### config.mk
export PLATFORM = sky130hd
export DESIGN_NAME = hazard_ctrl
export DESIGN_NICKNAME = d
export VERILOG_FILES = /design/src/rtl/hazard_ctrl_pkg.sv /design/src/rtl/hazard_ctrl_load_use.sv /design/src/rtl/hazard_ctrl.sv
export SDC_FILE = /design/constraint.sdc
export NUM_CORES = 1
export LEC_CHECK = 0
export BUFFER_PORTS_ARGS = -buffer_cell sky130_fd_sc_hd__buf_2
export CORE_UTILIZATION = 38
export CTS_BUF_LIST = sky130_fd_sc_hd__clkbuf_8
export CTS_CLUSTER_SIZE = 28
export DETAILED_ROUTE_END_ITERATION = 8
export PLACE_DENSITY = 0.77
export REMOVE_ABC_BUFFERS = 1
export SYNTH_ARGS = -nofsm -noshare
export SYNTH_HDL_FRONTEND = slang
export SYNTH_SLANG_ARGS = --single-unit
### constraint.sdc
create_clock -name clk -period 1.7 [get_ports clk]
set_clock_uncertainty 0.1 [all_clocks]
set_input_delay 0.17 -clock clk [delete_from_list [all_inputs] [get_ports clk]]
set_output_delay 0.17 -clock clk [all_outputs]
set_load 0.01 [all_outputs]
### src/rtl/hazard_ctrl_pkg.sv
// Shared types and constants for the pipeline hazard controller.
package hazard_ctrl_pkg;

  localparam int unsigned REG_W    = 5;
  localparam int unsigned PC_SEL_W = 2;
  localparam int unsigned CNT_W    = 32;

  typedef enum logic [1:0] {
    ST_RUN       = 2'd0,
    ST_MEM_WAIT  = 2'd1,
    ST_IRQ_ENTER = 2'd2,
    ST_IN_ISR    = 2'd3
  } hazState_e;

  localparam logic [PC_SEL_W-1:0] PC_SEQ    = 2'b00;
  localparam logic [PC_SEL_W-1:0] PC_BRANCH = 2'b01;
  localparam logic [PC_SEL_W-1:0] PC_EXC    = 2'b10;
  localparam logic [PC_SEL_W-1:0] PC_EPC    = 2'b11;

endpackage

### src/rtl/hazard_ctrl_load_use.sv
// Combinational load-use detector: ID consumer depends on the load currently in EX.
module load_use_detect
  import hazard_ctrl_pkg::*;
(
  input  logic             ex_mem_read,
  input  logic [REG_W-1:0] ex_rd,
  input  logic             id_rs_read,
  input  logic [REG_W-1:0] id_rs,
  input  logic             id_rt_read,
  input  logic [REG_W-1:0] id_rt,
  output logic             loadUse
);

  logic rsHit;
  logic rtHit;

  assign rsHit   = id_rs_read && (id_rs == ex_rd);
  assign rtHit   = id_rt_read && (id_rt == ex_rd);
  assign loadUse = ex_mem_read && (ex_rd != REG_W'(0)) && (rsHit || rtHit);

endmodule

### src/rtl/hazard_ctrl.sv
// Pipeline hazard/interrupt controller: stalls, flushes and PC source selection.
// Optional stall statistics counter enabled by defining HAZARD_STATS_EN.
module hazard_ctrl
  import hazard_ctrl_pkg::*;
(
  input  logic                clk,
  input  logic                rst_n,
  input  logic                id_rs_read,
  input  logic                id_rt_read,
  input  logic [REG_W-1:0]    id_rs,
  input  logic [REG_W-1:0]    id_rt,
  input  logic                ex_mem_read,
  input  logic [REG_W-1:0]    ex_rd,
  input  logic                branch_taken_ex,
  input  logic                eret_id,
  input  logic                mem_req,
  input  logic                mem_ready,
  input  logic                irq_req,
  output logic                irq_ack,
  output logic                stall_if,
  output logic                stall_id,
  output logic                stall_ex,
  output logic                stall_me,
  output logic                flush_id,
  output logic                flush_ex,
  output logic [PC_SEL_W-1:0] pc_sel,
  output logic                epc_write,
  output logic                in_isr
`ifdef HAZARD_STATS_EN
  ,
  output logic [CNT_W-1:0]    stall_cycles
`endif
);

  hazState_e state;
  hazState_e nextState;
  hazState_e origin;
  hazState_e ctxState;
  logic      loadUse;
  logic      memWait;

  load_use_detect u_load_use (
    .ex_mem_read (ex_mem_read),
    .ex_rd       (ex_rd),
    .id_rs_read  (id_rs_read),
    .id_rs       (id_rs),
    .id_rt_read  (id_rt_read),
    .id_rt       (id_rt),
    .loadUse     (loadUse)
  );

  always_ff @(posedge clk or negedge rst_n) begin
    if (!rst_n) begin
      state   <= ST_RUN;
      origin  <= ST_RUN;
      irq_ack <= 1'b0;
    end else begin
      state   <= nextState;
      irq_ack <= (state == ST_IRQ_ENTER);
      if (state != ST_MEM_WAIT && nextState == ST_MEM_WAIT) begin
        origin <= state;
      end
    end
  end

  // MEM_WAIT behaves as its origin state once memory is ready, so the
  // cycle in which the pipeline advances still sees branches and hazards.
  always_comb begin
    nextState = state;
    stall_if  = 1'b0;
    stall_id  = 1'b0;
    stall_ex  = 1'b0;
    stall_me  = 1'b0;
    flush_id  = 1'b0;
    flush_ex  = 1'b0;
    pc_sel    = PC_SEQ;
    epc_write = 1'b0;
    in_isr    = 1'b0;
    ctxState  = (state == ST_MEM_WAIT) ? origin : state;
    memWait   = (state == ST_MEM_WAIT) ? !mem_ready : (mem_req && !mem_ready);
    if (rst_n) begin
      case (state)
        ST_IRQ_ENTER: begin
          pc_sel    = PC_EXC;
          epc_write = 1'b1;
          flush_id  = 1'b1;
          flush_ex  = 1'b1;
          nextState = ST_IN_ISR;
        end
        default: begin
          in_isr    = (ctxState == ST_IN_ISR);
          nextState = ctxState;
          if (memWait) begin
            stall_if  = 1'b1;
            stall_id  = 1'b1;
            stall_ex  = 1'b1;
            stall_me  = 1'b1;
            nextState = ST_MEM_WAIT;
          end else if (branch_taken_ex) begin
            pc_sel   = PC_BRANCH;
            flush_id = 1'b1;
            flush_ex = 1'b1;
          end else if (ctxState == ST_RUN && irq_req) begin
            nextState = ST_IRQ_ENTER;
          end else if (loadUse) begin
            stall_if = 1'b1;
            stall_id = 1'b1;
            flush_ex = 1'b1;
          end else if (ctxState == ST_IN_ISR && eret_id) begin
            pc_sel    = PC_EPC;
            flush_id  = 1'b1;
            nextState = ST_RUN;
          end
        end
      endcase
    end
  end

`ifdef HAZARD_STATS_EN
  always_ff @(posedge clk or negedge rst_n) begin
    if (!rst_n) begin
      stall_cycles <= '0;
    end else if (stall_if && stall_cycles != {CNT_W{1'b1}}) begin
      stall_cycles <= stall_cycles + CNT_W'(1);
    end
  end
`endif

endmodule

### Word level (Yosys, flattened, before mapping)

Index checks and enable logic that the tools add are counted.
Widths: inputs -> output; s select.

* bits in registers: 5
* latch bits: 0
* memory bits (writable): 0
* ROM bits: 0
* input bits: 25
* output and inout port bits: 11
* logic and storage cells: 62
* memories: 0

* $add $sub $neg: 0
* $mul: 0
* div/mod/pow operators: 0
* magnitude comparators: 0
* equal/unequal tests: 7
* shift-type cells: 0
* mux-type cells: 40
* bitwise logic cells: 0
* reduce and logical (&&, ||, !) cells: 12

Operator list (number)
* $mux 2: 15
* $mux 1: 25
* $eq 5x5->1: 2
* $logic_and 1x1->1: 8
* $reduce_bool 5->1: 1
* $eq 2x1->1 const B: 2
* $eq 2x2->1 const B: 2
* $logic_not 2->1: 1
* $ne 2x1->1 const B: 1
* $logic_not 1->1: 1
* $logic_or 1x1->1: 1

### Longest topological paths before layout

* word-level depth: 13
* mapped depth: 7
* mapped depth without buffers: 6

### Hierarchy

Synthesis repeated with hierarchy kept, for this count alone.

* cell total of the unflattened synthesis: 71
* area total of the unflattened synthesis: 574.3 µm²

By module, submodules not included
* hazard_ctrl: times used 1, cells an instance 54, area each 440.4 µm², sequential area each 125.1 µm²
* load_use_detect: times used 1, cells an instance 17, area each 133.9 µm², sequential area each 0.0 µm²

### Worst setup path after synthesis

OpenSTA, ideal clock, no wires.

* path type: input to output
* start point: input ex_rd[0]
* end point: output pc_sel[1]
* arrival: 1.553 ns
* data required time: 1.430 ns
* setup slack: -0.123 ns
* cell stages on the path: 4
* buffers on the path: 0
* cell sequence: or4_1 -> o21a_1 -> a211o_1 -> o31ai_1

* cells in the longest elaborated chain, start to end: 10
* elaborated cells between the ends (all ways): 14
* those cells by class: eq/ne: 2; mux: 6; reduce/logical: 6

RTL lines
* start, declared: RTL line hazard_ctrl.sv:13 `input logic [REG_W-1:0] ex_rd,`
* $eq 5x5->1, on equally long branches: RTL line hazard_ctrl_load_use.sv:17, hazard_ctrl_load_use.sv:18
* $logic_and 1x1->1, on equally long branches: RTL line hazard_ctrl_load_use.sv:17, hazard_ctrl_load_use.sv:18
* $logic_or 1x1->1: RTL line hazard_ctrl_load_use.sv:19 `assign loadUse = ex_mem_read && (ex_rd != REG_W'(0)) && (rsHit || rtHit);`
* $logic_and 1x1->1 (*): RTL line hazard_ctrl_load_use.sv:19
* $mux 2 (*): RTL line hazard_ctrl.sv:105 `end else if (loadUse) begin`
* $mux 2 (*): RTL line hazard_ctrl.sv:103 `end else if (ctxState == ST_RUN && irq_req) begin`
* $mux 2 (*): RTL line hazard_ctrl.sv:99 `end else if (branch_taken_ex) begin`
* $mux 2 (*): RTL line hazard_ctrl.sv:93 `if (memWait) begin`
* $mux 2 (*): RTL line hazard_ctrl.sv:82 `case (state)`
* $mux 2 (*): RTL line hazard_ctrl.sv:81 `if (rst_n) begin`
* end, declared: RTL line hazard_ctrl.sv:26 `output logic [PC_SEL_W-1:0] pc_sel,`

Every way passes the cells marked *; elsewhere a longest branch is shown, timed or not.

### Worst setup path in the final report

* start point: input ex_rd[0]
* end point: output pc_sel[0]

The elaborated chain is that of the path after synthesis.

==> impl_metrics.csv <==
group,metric,value,unit
status,outcome,"complete, but fails checks",
status,violations,"negative setup slack",
worst_setup_path,r2r-end,"state[1]$_DFF_PN0_",
grt,grt_pass1_vias,644,
synth,synth_top_family_by_area,"compound AO/OA/AOI/OAI gates",
grt,grt_pass1_wl,2820,um
route,first_pass_iters,4,
sta,fin_crit,1.93,ns
synth,postSynthCellCount,74,
sta,slew_headroom,82.3,%
synth,synth_cell_types,29,
route,postRouteAntennaNets,0,
pwr,power_frac_comb,61.1,%
pwr,fin_total_pwr,1.17,mW
finish,multi_input_area,478,um2
placed_design,hpwl,1330,um
floorplan,rows,13,
finish,fillers,90,
pwr,clkPwrFrac,19.1,%
pwr,switching_share,41.2,%
route,drt-initial-drc-count,25,
grt,grt-ovfl-total,0,
worst_setup_path,crit_chain,"buf_6 > or4_4 > o21a_1 > a211o_1 > a211oi_2 > buf_2",
floorplan,fp.dieArea,1590,um2
synth,yosysWarningCount,0,
finish,n_antenna_cell,0,
clock_tree,clockBufferDepth,2,
pwr,cellInternalPower,0.689,mW
placed_design,numPortBuffers,35,
synth,synth_edf_count,0,
finish,post_route_cells_drive_above_1_share,58.3,%
synth,synth-compound-area-share,28.0,%
synth,postSynth.asyncResetShare,100,%
clock_tree,clk_latency,0.23,ns
sta,fin_tns_setup,-1.19,ns
finish,area_growth,86.9,%
synth,ys_ff_latch,5,
pwr,p_switching,0.482,mW
grt,grt_max_degree,10,
finish,stdcell_count,142,
pwr,vdd_drop_max,0.742,mV
placed_design,place_worst_setup_slack,-0.258,ns
sta,setup_violations,6,
min_path,min_to,"state[1]$_DFF_PN0_",
clock_tree,cts_buffers,3,
clock_tree,clkTransAtPathRegs,0.03,ns
pwr,pwr-share-seq,19.8,%
placed_design,gp_congestion,0.824,
synth,yosysTopAreaCellShare,22.9,%
synth,syn_avg_cell_area,7.37,um2
clock_tree,cts_tree,"built",
job,cap_violations,0,
sta,setup_slack,-0.234,ns
worst_setup_path,arrival,1.66,ns
worst_setup_path,worst_path_dominant_cell_family,"compound AO/OA/AOI/OAI gates",
sta,hold_viol,0,
synth,synthMuxAreaShare,2.06,%
worst_setup_path,critPathCaptureType,"output port",
worst_setup_path,cp_max_fo,2,
sta,slew_viol_final,0,
synth,ys.flop_type,"dfrtp_1",
route,routed_via_density,5.52,
grt,antenna_found_initial,0,
synth,yosysTopAreaCell,"dfrtp_1",
floorplan,start_util,41.4,%
worst_setup_path,cp.required,1.43,ns
worst_setup_path,rrSetupSlack,0.07,ns
floorplan,core_area,1320,um2
placed_design,dp_cells,132,
synth,ys_seq_area_share,22.9,%
clock_tree,cts-root-buf,"clkbuf_8",
route,route.detailed.drc,0,
worst_setup_path,cp_slowest_cell,"or4_4",
sta,finalCritPeriodShare,114,%
worst_setup_path,reg2reg_from,"state[1]$_DFF_PN0_",
synth,syn_area,546,um2
worst_setup_path,crit_type,"input pin to output port",
floorplan,io_pins,36,
finish,regArea,128,um2
finish,layout.nets,153,
pwr,powerDensity,1150,nW/um2
worst_setup_path,crit_buf_inv,2,
sta,tightestPinTransition,0.263,ns
min_path,holdCritStartpoint,"rst_n",
clock_tree,clkSinkCount,5,
grt,track_usage,27.0,%
pwr,power_leakage,0.492,nW
worst_setup_path,worst_r2r_path_depth,6,
route,num_vias,784,
min_path,hold_class,"input pin to flip-flop",
route,drt-total-wl,2120,um
clock_tree,htreeDepth,1,
synth,synth-simple-area-share,24.5,%
sta,max_freq,0.517,GHz
floorplan,die_w,39.9,um
synth,synth_xor_area_share,16.1,%
synth,synth_commonest_cells,"nor2_1, xnor2_1, nand2_1, a21oi_1, dfrtp_1",
min_path,holdPathStages,3,
route,wl_per_cell,14.9,um
worst_setup_path,startpoint_type,"input pin",
synth,synthTopCellsByArea,"dfrtp_1, xnor2_1, nor2_1",
worst_setup_path,max_stage_delay,0.51,ns
sta,rsz0062_at_grt,"yes",
synth,synthAdderAreaFrac,0,%
floorplan,die_h,39.9,um
## how the worst max path moves through the flow
| stage | from | endpoint | slack (ns) | cells after the start |
|---|---|---|---|---|
| after floorplan | ex_rd[0] | pc_sel[1] | -0.12 | 4 |
| after global placement | ex_rd[0] | pc_sel[0] | -0.22 | 6 |
| after detailed placement | ex_rd[0] | pc_sel[1] | -0.26 | 6 |
| after CTS | ex_rd[0] | pc_sel[1] | -0.25 | 6 |
| after global routing | origin[0]$_DFFE_PN0P_ | flush_id | -0.30 | 6 |
| final | ex_rd[0] | pc_sel[0] | -0.23 | 6 |
## final cells by class
class                   instances  share of cell area, %
multi-input cells              62                   46.9
repair buffers                 53                   33.3
flip-flops and latches          5                   12.5
clock buffers                   3                   4.05
well taps                      15                   1.84
inverters                       3                   1.10
clock inverters                 1                  0.368
## layer usage
metal  part of all wire [%]  vias up  track usage [%]
met5                      0        -                0
met4                    1.8        0             10.3
met3                    6.0        6             6.82
met2                     51       40             44.8
met1                     41      362             32.6
li1                       -      376                -
## power groups by stage
stage / registers [mW] / clock network (mW) / logic [mW]
after floorplan: 0.235 / 0 / 0.298
after global placement: 0.225 / 0 / 0.543
after detailed placement: 0.225 / 0 / 0.552
after CTS: 0.226 / 0.226 / 0.609
after global routing: 0.238 / 0.236 / 0.774
final: 0.232 / 0.223 / 0.715
## through the flow
stage,utilization (%),hold slack (ns),area [um2]
floorplan,-,-0.226,522
global placement,61.2,0.0688,806
detailed placement,61.2,0.0734,806
CTS,71.6,0.208,943
global route,77.4,0.226,1020
finish,77.4,0.222,1020
## worst min-delay path, stage by stage
cell and delay (ns):
clkbuf_4 0.15, a32oi_1 0.10, o31ai_1 0.08
## cell usage in the layout (no fill, tap or decap), types with 3 or more instances in the layout
| master | instances |
|---|---|
| a21oi_1 | 5 |
| buf_2 | 32 |
| buf_4 | 14 |
| buf_6 | 5 |
| clkbuf_8 | 3 |
| dfrtp_1 | 3 |
| inv_1 | 4 |
| nand2_1 | 5 |
| nand4_1 | 3 |
| nor2_1 | 9 |
| xnor2_1 | 8 |
## logic make-up (layout without fill, tap and decap cells)
family / after synthesis / in the layout
AND/OR/NAND/NOR: 28 / 28
AO/OA/AOI/OAI: 23 / 23
XOR/XNOR: 10 / 10
buffers and inverters: 7 / 60
flip-flops: 5 / 5
multiplexers: 1 / 1
## flip-flops by register name, indices dropped and copies added (netlist names)
register and flops:
irq_ack 1, origin 2, state 2
## timing repair
action	4_1_cts	5_1_grt
pin swaps	11	8
cloned	0	0
resized for setup	12	16
buffers inserted	5	2
endpoints found under the setup margin	6	10
hold endpoints to repair	5	0
hold buffers	1	0
No activity file was read; power rests on OpenSTA's default activity.
